**src/rtl/req_gnt_pkg.sv**
```systemverilog
// Shared types and defaults for the request/grant responder.
package req_gnt_pkg;

    localparam int DEFAULT_DATA_W = 8;
    localparam int DEFAULT_DEPTH  = 4;

    // Responder FSM states; only GRANT drives gnt high.
    typedef enum logic [1:0] {
        IDLE  = 2'd0,
        GRANT = 2'd1,
        STALL = 2'd2
    } state_e;

endpackage

```
**src/rtl/req_gnt_fifo.sv**
```systemverilog
// Capture FIFO for the responder: power-of-two depth, pointers wrap naturally.
module req_gnt_fifo #(
    parameter  int DATA_W = 8,
    parameter  int DEPTH  = 4,
    localparam int AW     = $clog2(DEPTH),
    localparam int CW     = AW + 1
) (
    input  logic              clk,
    input  logic              rst,
    input  logic              push,
    input  logic              pop,
    input  logic [DATA_W-1:0] wdata,
    output logic [DATA_W-1:0] rdata,
    output logic [CW-1:0]     count,
    output logic              full,
    output logic              empty
);

    localparam logic [CW-1:0] DEPTH_C = CW'(DEPTH);

    logic [DATA_W-1:0] mem_q [DEPTH];
    logic [AW-1:0]     wr_ptr_q, wr_ptr_d;
    logic [AW-1:0]     rd_ptr_q, rd_ptr_d;
    logic [CW-1:0]     count_q, count_d;
    logic              push_ok_s;
    logic              pop_ok_s;

    assign full      = (count_q == DEPTH_C);
    assign empty     = (count_q == {CW{1'b0}});
    assign count     = count_q;
    assign rdata     = mem_q[rd_ptr_q];
    // Overflow and underflow are refused here as a second line of defence.
    assign push_ok_s = push && !full;
    assign pop_ok_s  = pop && !empty;

    // Next pointer and occupancy values for this edge's push/pop.
    always_comb begin
        wr_ptr_d = wr_ptr_q;
        rd_ptr_d = rd_ptr_q;
        count_d  = count_q;
        if (push_ok_s) begin
            wr_ptr_d = wr_ptr_q + AW'(1);
        end else begin
            wr_ptr_d = wr_ptr_q;
        end
        if (pop_ok_s) begin
            rd_ptr_d = rd_ptr_q + AW'(1);
        end else begin
            rd_ptr_d = rd_ptr_q;
        end
        case ({push_ok_s, pop_ok_s})
            2'b10:   count_d = count_q + CW'(1);
            2'b01:   count_d = count_q - CW'(1);
            default: count_d = count_q;
        endcase
    end

    // Pointer and occupancy registers, cleared by reset.
    always_ff @(posedge clk) begin
        if (rst) begin
            wr_ptr_q <= {AW{1'b0}};
            rd_ptr_q <= {AW{1'b0}};
            count_q  <= {CW{1'b0}};
        end else begin
            wr_ptr_q <= wr_ptr_d;
            rd_ptr_q <= rd_ptr_d;
            count_q  <= count_d;
        end
    end

    // Storage array; contents are left as-is on reset since count gates them.
    always_ff @(posedge clk) begin
        if (push_ok_s) begin
            mem_q[wr_ptr_q] <= wdata;
        end
    end

endmodule

```
**src/rtl/req_gnt_responder.sv**
```systemverilog
// Request/grant responder: grants a requester while the capture FIFO has room
// and lets a consumer pop words with a registered, one-cycle-valid read port.
// Optional build macro REQ_GNT_STATS_EN adds the saturating stall_cnt output.
module req_gnt_responder
    import req_gnt_pkg::*;
#(
    parameter  int DATA_W = DEFAULT_DATA_W,
    parameter  int DEPTH  = DEFAULT_DEPTH,
    localparam int CW     = $clog2(DEPTH) + 1
) (
    input  logic              clk,
    input  logic              rst,
    input  logic              req,
    input  logic [DATA_W-1:0] data,
    output logic              gnt,
    input  logic              rd_en,
    output logic [DATA_W-1:0] rd_data,
    output logic              rd_valid,
    output logic [CW-1:0]     count,
    output logic              full,
    output logic              empty
`ifdef REQ_GNT_STATS_EN
    ,
    output logic [7:0]        stall_cnt
`endif
);

    localparam logic [CW-1:0] DEPTH_C = CW'(DEPTH);

    state_e            state_q, state_d;
    logic              push_s;
    logic              pop_s;
    logic [CW-1:0]     occ_next_s;
    logic [DATA_W-1:0] fifo_rdata_s;
    logic [DATA_W-1:0] rd_data_q;
    logic              rd_valid_q;

    req_gnt_fifo #(
        .DATA_W (DATA_W),
        .DEPTH  (DEPTH)
    ) u_fifo (
        .clk   (clk),
        .rst   (rst),
        .push  (push_s),
        .pop   (pop_s),
        .wdata (data),
        .rdata (fifo_rdata_s),
        .count (count),
        .full  (full),
        .empty (empty)
    );

    assign gnt      = (state_q == GRANT);
    assign rd_data  = rd_data_q;
    assign rd_valid = rd_valid_q;

    // Transfer qualification and next state from the post-edge occupancy.
    always_comb begin
        push_s     = 1'b0;
        pop_s      = 1'b0;
        occ_next_s = count;
        state_d    = IDLE;
        if (rst) begin
            state_d = IDLE;
        end else begin
            push_s     = req && gnt && !full;
            pop_s      = rd_en && !empty;
            occ_next_s = count + CW'(push_s) - CW'(pop_s);
            if (!req) begin
                state_d = IDLE;
            end else if (occ_next_s < DEPTH_C) begin
                state_d = GRANT;
            end else begin
                state_d = STALL;
            end
        end
    end

    // FSM state register.
    always_ff @(posedge clk) begin
        if (rst) begin
            state_q <= IDLE;
        end else begin
            state_q <= state_d;
        end
    end

    // Registered read port: capture the head word on a pop, pulse valid.
    always_ff @(posedge clk) begin
        if (rst) begin
            rd_data_q  <= {DATA_W{1'b0}};
            rd_valid_q <= 1'b0;
        end else begin
            rd_valid_q <= pop_s;
            if (pop_s) begin
                rd_data_q <= fifo_rdata_s;
            end
        end
    end

`ifdef REQ_GNT_STATS_EN
    logic [7:0] stall_cnt_q;

    assign stall_cnt = stall_cnt_q;

    // Saturating count of cycles where the requester waits without a grant.
    always_ff @(posedge clk) begin
        if (rst) begin
            stall_cnt_q <= 8'd0;
        end else if (req && !gnt && (stall_cnt_q != 8'hFF)) begin
            stall_cnt_q <= stall_cnt_q + 8'd1;
        end
    end
`endif

endmodule

```
**config.mk**
```make
export PLATFORM = sky130hd
export DESIGN_NAME = req_gnt_responder
export DESIGN_NICKNAME = d
export VERILOG_FILES = /design/src/rtl/req_gnt_pkg.sv /design/src/rtl/req_gnt_fifo.sv /design/src/rtl/req_gnt_responder.sv
export SDC_FILE = /design/constraint.sdc
export NUM_CORES = 1
export LEC_CHECK = 0
export ABC_CLOCK_PERIOD_IN_PS = 2700
export BUFFER_PORTS_ARGS = -buffer_cell sky130_fd_sc_hd__buf_2
export CORE_MARGIN = 2
export CORE_UTILIZATION = 56
export CTS_BUF_LIST = sky130_fd_sc_hd__clkbuf_16
export DETAILED_ROUTE_END_ITERATION = 8
export PLACE_DENSITY_LB_ADDON = 0.3
export SLEW_MARGIN = 20
export SYNTH_ARGS = -nofsm -noshare
export SYNTH_HDL_FRONTEND = slang
export SYNTH_SLANG_ARGS = --single-unit
```
**constraint.sdc**
```tcl
create_clock -name clk -period 2.7 [get_ports clk]
set_input_delay 0.54 -clock clk [delete_from_list [all_inputs] [get_ports clk]]
set_output_delay 0.54 -clock clk [all_outputs]
set_load 0.02 [all_outputs]
```
# --- Word level (Yosys, flattened, before mapping) ---
# Memories as Yosys holds them, arrays and structs flattened. A register that Yosys moved wholly into a read port is not among the register bits.
# Index checks and enable logic that the tools add are counted.
totals:
  reg_bits: 10
  ram_bits: 32
  input_bits: 12
  out_inout_bits: 15
  mem_count: 1
mem_list:
  columns: ["memory", "depth", "width", "read_ports", "rd_ports_with_merged_regs", "write_ports", "line", "text"]
  rows:
  - ["u_fifo.mem_q", 4, 8, 1, 1, 1, "req_gnt_fifo.sv:21", "logic [DATA_W-1:0] mem_q [DEPTH];"]
op_classes:
  add_sub_neg: 6
  order_cmp: 1
  eq_ne: 4
  muxes: 6
  bitwise_logic: 1
  reduce_logical: 10
ops:
  columns: ["op", "n"]
  rows:
  - ["$pmux 3 s2", 1]
  - ["$logic_and 1x1->1", 5]
  - ["$add 2x1->2 const B", 2]
  - ["$eq 2x1->1 const B", 2]
  - ["$mux 1", 4]
  - ["$add 3x1->3", 1]
  - ["$add 3x1->3 const B", 1]
  - ["$eq 3x3->1 const B", 1]
  - ["$logic_not 3->1", 1]
  - ["$lt 3x3->1 const B", 1]
  - ["$sub 3x1->3", 1]
  - ["$sub 3x1->3 const B", 1]
  - ["$eq 2x2->1 const B", 1]
  - ["$logic_not 1->1", 2]
  - ["$mux 2", 1]
  - ["$reduce_bool 2->1", 1]
  - ["$reduce_or 2->1", 1]
  - ["$not 1->1", 1]

# --- Depth between registers and ports, before layout ---
depth:
  depth_word: 7
  ltp_mapped: 11
  mapped_depth_nobuf: 10

# --- By module ---
# A second synthesis with hierarchy kept.
unflattened:
  hier_cells: 151
  area_unflattened_um2: 2087.0
modules_own_cells:
  columns: ["mod", "n_inst", "cells_per_inst", "area_per_inst_um2", "seq_area_each_um2"]
  rows:
  - ["req_gnt_fifo", 1, 96, 1635.3, 1141.1]
  - ["req_gnt_responder", 1, 55, 451.7, 220.2]

# --- Least setup slack after synthesis ---
# Ideal clock, no wire load.
synth_path:
  kind: "register to register"
  from: "register u_fifo.count_q[2], in the netlist u_fifo.count[2]"
  to: "register u_fifo.count_q[2], in the netlist u_fifo.count[2]"
  setup_time_ps: 70
  arrival_time_ps: 2514
  t_required_ps: 2630
  path_slack_ps: 116
  path_stages_with_launch: 11
  path_cell_list: "dfxtp_1 -> or3b_4 -> and3_4 -> nor2b_4 -> inv_1 -> ha_1 -> inv_1 -> fa_1 -> xor2_1 -> or3_2 -> a21oi_1"
synth_via:
  elab_chain_cells: 7
  word_cells_on_any_way: 16
synth_lines:
  columns: ["element", "line", "text"]
  rows:
  - ["start: declaration", "req_gnt_fifo.sv:24", "logic [CW-1:0] count_q, count_d;"]
  - ["start signal: assignment", "req_gnt_fifo.sv:63", "count_q <= {CW{1'b0}};"]
  - ["start signal: assignment", "req_gnt_fifo.sv:67", "count_q <= count_d;"]
  - ["$eq 3x3->1 or $logic_not 3->1 (tied branches)", "req_gnt_fifo.sv:28, req_gnt_fifo.sv:29", null]
  - ["$logic_not 1->1 (on tied branches)", null, null]
  - ["$logic_and 1x1->1 (on tied branches)", "req_gnt_responder.sv:66, req_gnt_responder.sv:67", null]
  - ["$mux 1", "req_gnt_responder.sv:63", "if (rst) begin"]
  - ["$logic_and 1x1->1 (on tied branches)", "req_gnt_fifo.sv:33, req_gnt_fifo.sv:34", null]
  - ["$eq 2x1->1 or $eq 2x2->1 (tied branches)", "req_gnt_fifo.sv:51", "case ({push_ok_s, pop_ok_s})"]
  - ["$pmux 3 s2 or $reduce_bool 2->1 (tied branches)", null, null]
# Several ways; a longest one is shown, not always the timed one.
# A chain may end at the register's enable or synchronous reset.

# --- Worst setup path in the final report ---
layout_path:
  from: "register u_fifo.count_q[0], in the netlist u_fifo.count[0]"
  to: "register u_fifo.count_q[2], in the netlist u_fifo.count[2]"
# The elaborated chain is that of the path after synthesis.

==> impl_metrics.ini <==
[outcome]
status = finished clean

[worst_setup_path]
worst-endpoint-required_ns = 2.92
crit_start = u_fifo.count[0]
regToRegEndpoint = u_fifo.count[2]
critical_path.n_buffers_inverters = 2
worstPathMaxFanout = 5
type_of_origin_of_the_critical_path = register
r2r_start = u_fifo.count[0]
timing.critical_path.arrival_ns = 2.78
cp_cell_sequence = or3b_4 > and3_4 > nor2b_4 > inv_1 > ha_1 > inv_1 > fa_1 > xor2_1 > or3_2 > a21oi_1
r2r_setup_slk_ns = 0.15
crit_family = simple AND/OR/NAND/NOR gates
critPathCaptureType = register
cp_num_cells = 10
reg2reg_depth = 10
cell_type_of_the_slowest_stage_on_the_worst_timing_path = sky130_fd_sc_hd__or3b_4
critPathMostFrequentCell = sky130_fd_sc_hd__inv_1
crit_type = reg2reg
critPathCapture = u_fifo.count[2]
critPathMaxStageDelay_ns = 0.43

[synth]
synthMostInstantiatedCell = sky130_fd_sc_hd__edfxtp_1
seq_cells_post_synth = 50
synth.yosys.seq_area_share_pct = 65.0
ys.warnings.count = 0
syn_inst = 142
post_synthesis_cell_type_count = 27
synth_area_leaders = sky130_fd_sc_hd__edfxtp_1, sky130_fd_sc_hd__dfxtp_1, sky130_fd_sc_hd__mux4_2
synthesis.area_um2 = 2030
synth_flop_cell = sky130_fd_sc_hd__edfxtp_1
synth_top_cell_by_area = sky130_fd_sc_hd__edfxtp_1
ys_async_sr_fraction_pct = 0
mappedNetlistNets = 162
avgSynthCellArea_um2 = 14.3
synth_enable_flop_cells = 32
post_synth_most_frequent_cells = sky130_fd_sc_hd__edfxtp_1, sky130_fd_sc_hd__dfxtp_1, sky130_fd_sc_hd__nand2_1
post-synth-top-area-fraction_pct = 47.3

[worst_hold_path]
worstHoldPathType = reg2reg

[die]
initial_core_util_pct = 59.5
placement_rows = 21
dieWidth_um = 64.2
dieArea_um2 = 4130
fp.coreArea_um2 = 3420
die_h_um = 64.2
io_pins = 27

[place]
gpl.final_weighted_congestion = 0.745
portBuffers = 26
dp.final_hpwl_um = 2130

[pwr]
power.density_cell_area_nw_per_um2 = 652
vdd_ir_drop_max_mv = 0.401
static-leakage-power_nw = 0.860
finalPower_w = 0.00154

[job]
drv_cap = 0

[clock_tree]
cts_num_sinks = 50
clock_latency_ns = 0.29
root_buffer = sky130_fd_sc_hd__clkbuf_16
clock_tree.htree_level_count = 2
cts_hold_buffers = 0
cts_tree = built
setup_fix_bufs_post_cts = 0
cts-resized-gates = 0
number_of_buffers_created_by_cts = 5
clockBufferDepth = 2
clkTransAtPathRegs_ns = 0.06

[drt]
drt-total-wl_um = 3130
routed_via_density = 5.15
drc = 0
antenna_violating_nets_post_route = 0
wl_met1_um = 1350
drt_first_pass_iters = 4
route.met3.wl_um = 154
route.detailed.wl_per_inst_um = 14.3
drtIter0Drc = 75
dr_wl_met2_um = 1570
route.vias.total = 1127
maxUsedRoutingLayer = met4

[timing]
final_worst_path_period_need_ns = 2.55
max_freq_mhz = 392
max-slew-margin-rel_pct = 60.2
setup_violations = 0
slew_viol_final = 0
hold_violations = 0
post-route-period-util_pct = 94.6
fin_skew_ns = 0.00443
setup_tns_final_ns = 0
rsz0062_at_grt = false
worst-slew-pin-transition_ns = 0.596

[global_routing]
globalRoute.totalOverflow = 0
grt_util_all_layers_pct = 17.1
maximum_number_of_pins_on_one_net_before_global_route_repair = 17
grt_pass1_wl_um = 5020
via_count_of_the_first_global_routing_pass = 1082
antenna_found_initial = 0

[final_layout]
areaGrowthSynthToFinish_pct = 15.9
nNetsFinal = 192
antennaDiodeCount = 0
utilization_after_layout_pct = 69.0
drive_above_1_share_pct = 30.1
==> worst min-delay path, stage by stage, from the launching register on <==
cell and delay, ns:
sky130_fd_sc_hd__dfxtp_1 0.31, sky130_fd_sc_hd__nand2_1 0.05, sky130_fd_sc_hd__a21oi_1 0.05
==> sequential cells by signal, summed over array words and instances, names as in the netlist <==
register,cells
rd_data,8
rd_valid,1
state_q,2
u_fifo.count,3
u_fifo.mem_q,32
u_fifo.rd_ptr_q,2
u_fifo.wr_ptr_q,2
==> layout make-up <==
type | instances | area (um^2)
sequential | 50 | 1320
timing repair buffer | 29 | 153
clock inverter | 3 | 18.8
fill | 238 | 1060
clock buffer | 5 | 125
multi-input combinational | 77 | 647
tap | 46 | 57.6
inverter | 9 | 33.8
==> report_power, final <==
| group | internal (W) | switching [W] |
|---|---|---|
| registers | 0.000825 | 0.0000109 |
| clock network | 0.000344 | 0.000263 |
| logic | 0.0000415 | 0.0000517 |
| total | 0.00121 | 0.000325 |
==> cells by family (layout without fill, tap and decap cells) <==
family                     after synthesis  in the layout  share of synthesized area (%)
and+or+nand+nor                         41             41                           10.7
xor gates and xnor gates                 7              7                           3.02
AOI/OAI and AO/OA                       12             12                           3.51
buffers and inverters                   15             46                           3.14
DFF                                     50             50                           65.0
muxes                                    9              9                           9.36
adders and majority gates                8              8                           5.30
==> layer usage <==
layer | global-route usage, % | up-vias
met1 | 21.3 | 538
li1 | - | 552
met3 | 4.75 | 5
met5 | 0 | -
met2 | 26.7 | 32
met4 | 10.4 | 0
==> stage by stage <==
step | worst slack, ns | hold slack, ns | area (um^2) | instances
finish | 0.146 | 0.458 | 2360 | 219
global route | 0.0646 | 0.462 | 2360 | 219
CTS | 0.131 | 0.457 | 2360 | 219
detailed placement | 0.191 | 0.446 | 2210 | 211
global placement | 0.249 | 0.442 | 2210 | 211
floorplan | 0.116 | 0.514 | 2030 | 142
==> worst min path at each step <==
stage / startpoint / end / slack [ns] / depth (start not counted)
after floorplan: u_fifo.wr_ptr_q[1] / u_fifo.wr_ptr_q[1] / 0.51 / 2
after global placement: rd_data[7] / rd_data[7] / 0.44 / 2
after detailed placement: rd_data[6] / rd_data[6] / 0.45 / 2
after CTS: data[4] / u_fifo.mem_q[3][4] / 0.46 / 1
after global routing: data[2] / u_fifo.mem_q[3][2] / 0.46 / 1
final: rd_data[0] / rd_data[0] / 0.46 / 2
==> cell usage in the layout, fill, tap and decap left out, types with 5 or more instances in the layout <==
master,n
sky130_fd_sc_hd__nand2_1,17
sky130_fd_sc_hd__mux4_2,8
sky130_fd_sc_hd__inv_1,9
sky130_fd_sc_hd__edfxtp_1,32
sky130_fd_sc_hd__nor2_1,10
sky130_fd_sc_hd__dfxtp_1,18
sky130_fd_sc_hd__buf_2,26
sky130_fd_sc_hd__a21oi_1,10
sky130_fd_sc_hd__clkbuf_16,5
sky130_fd_sc_hd__ha_1,7
(Power assumes the default switching activity.)
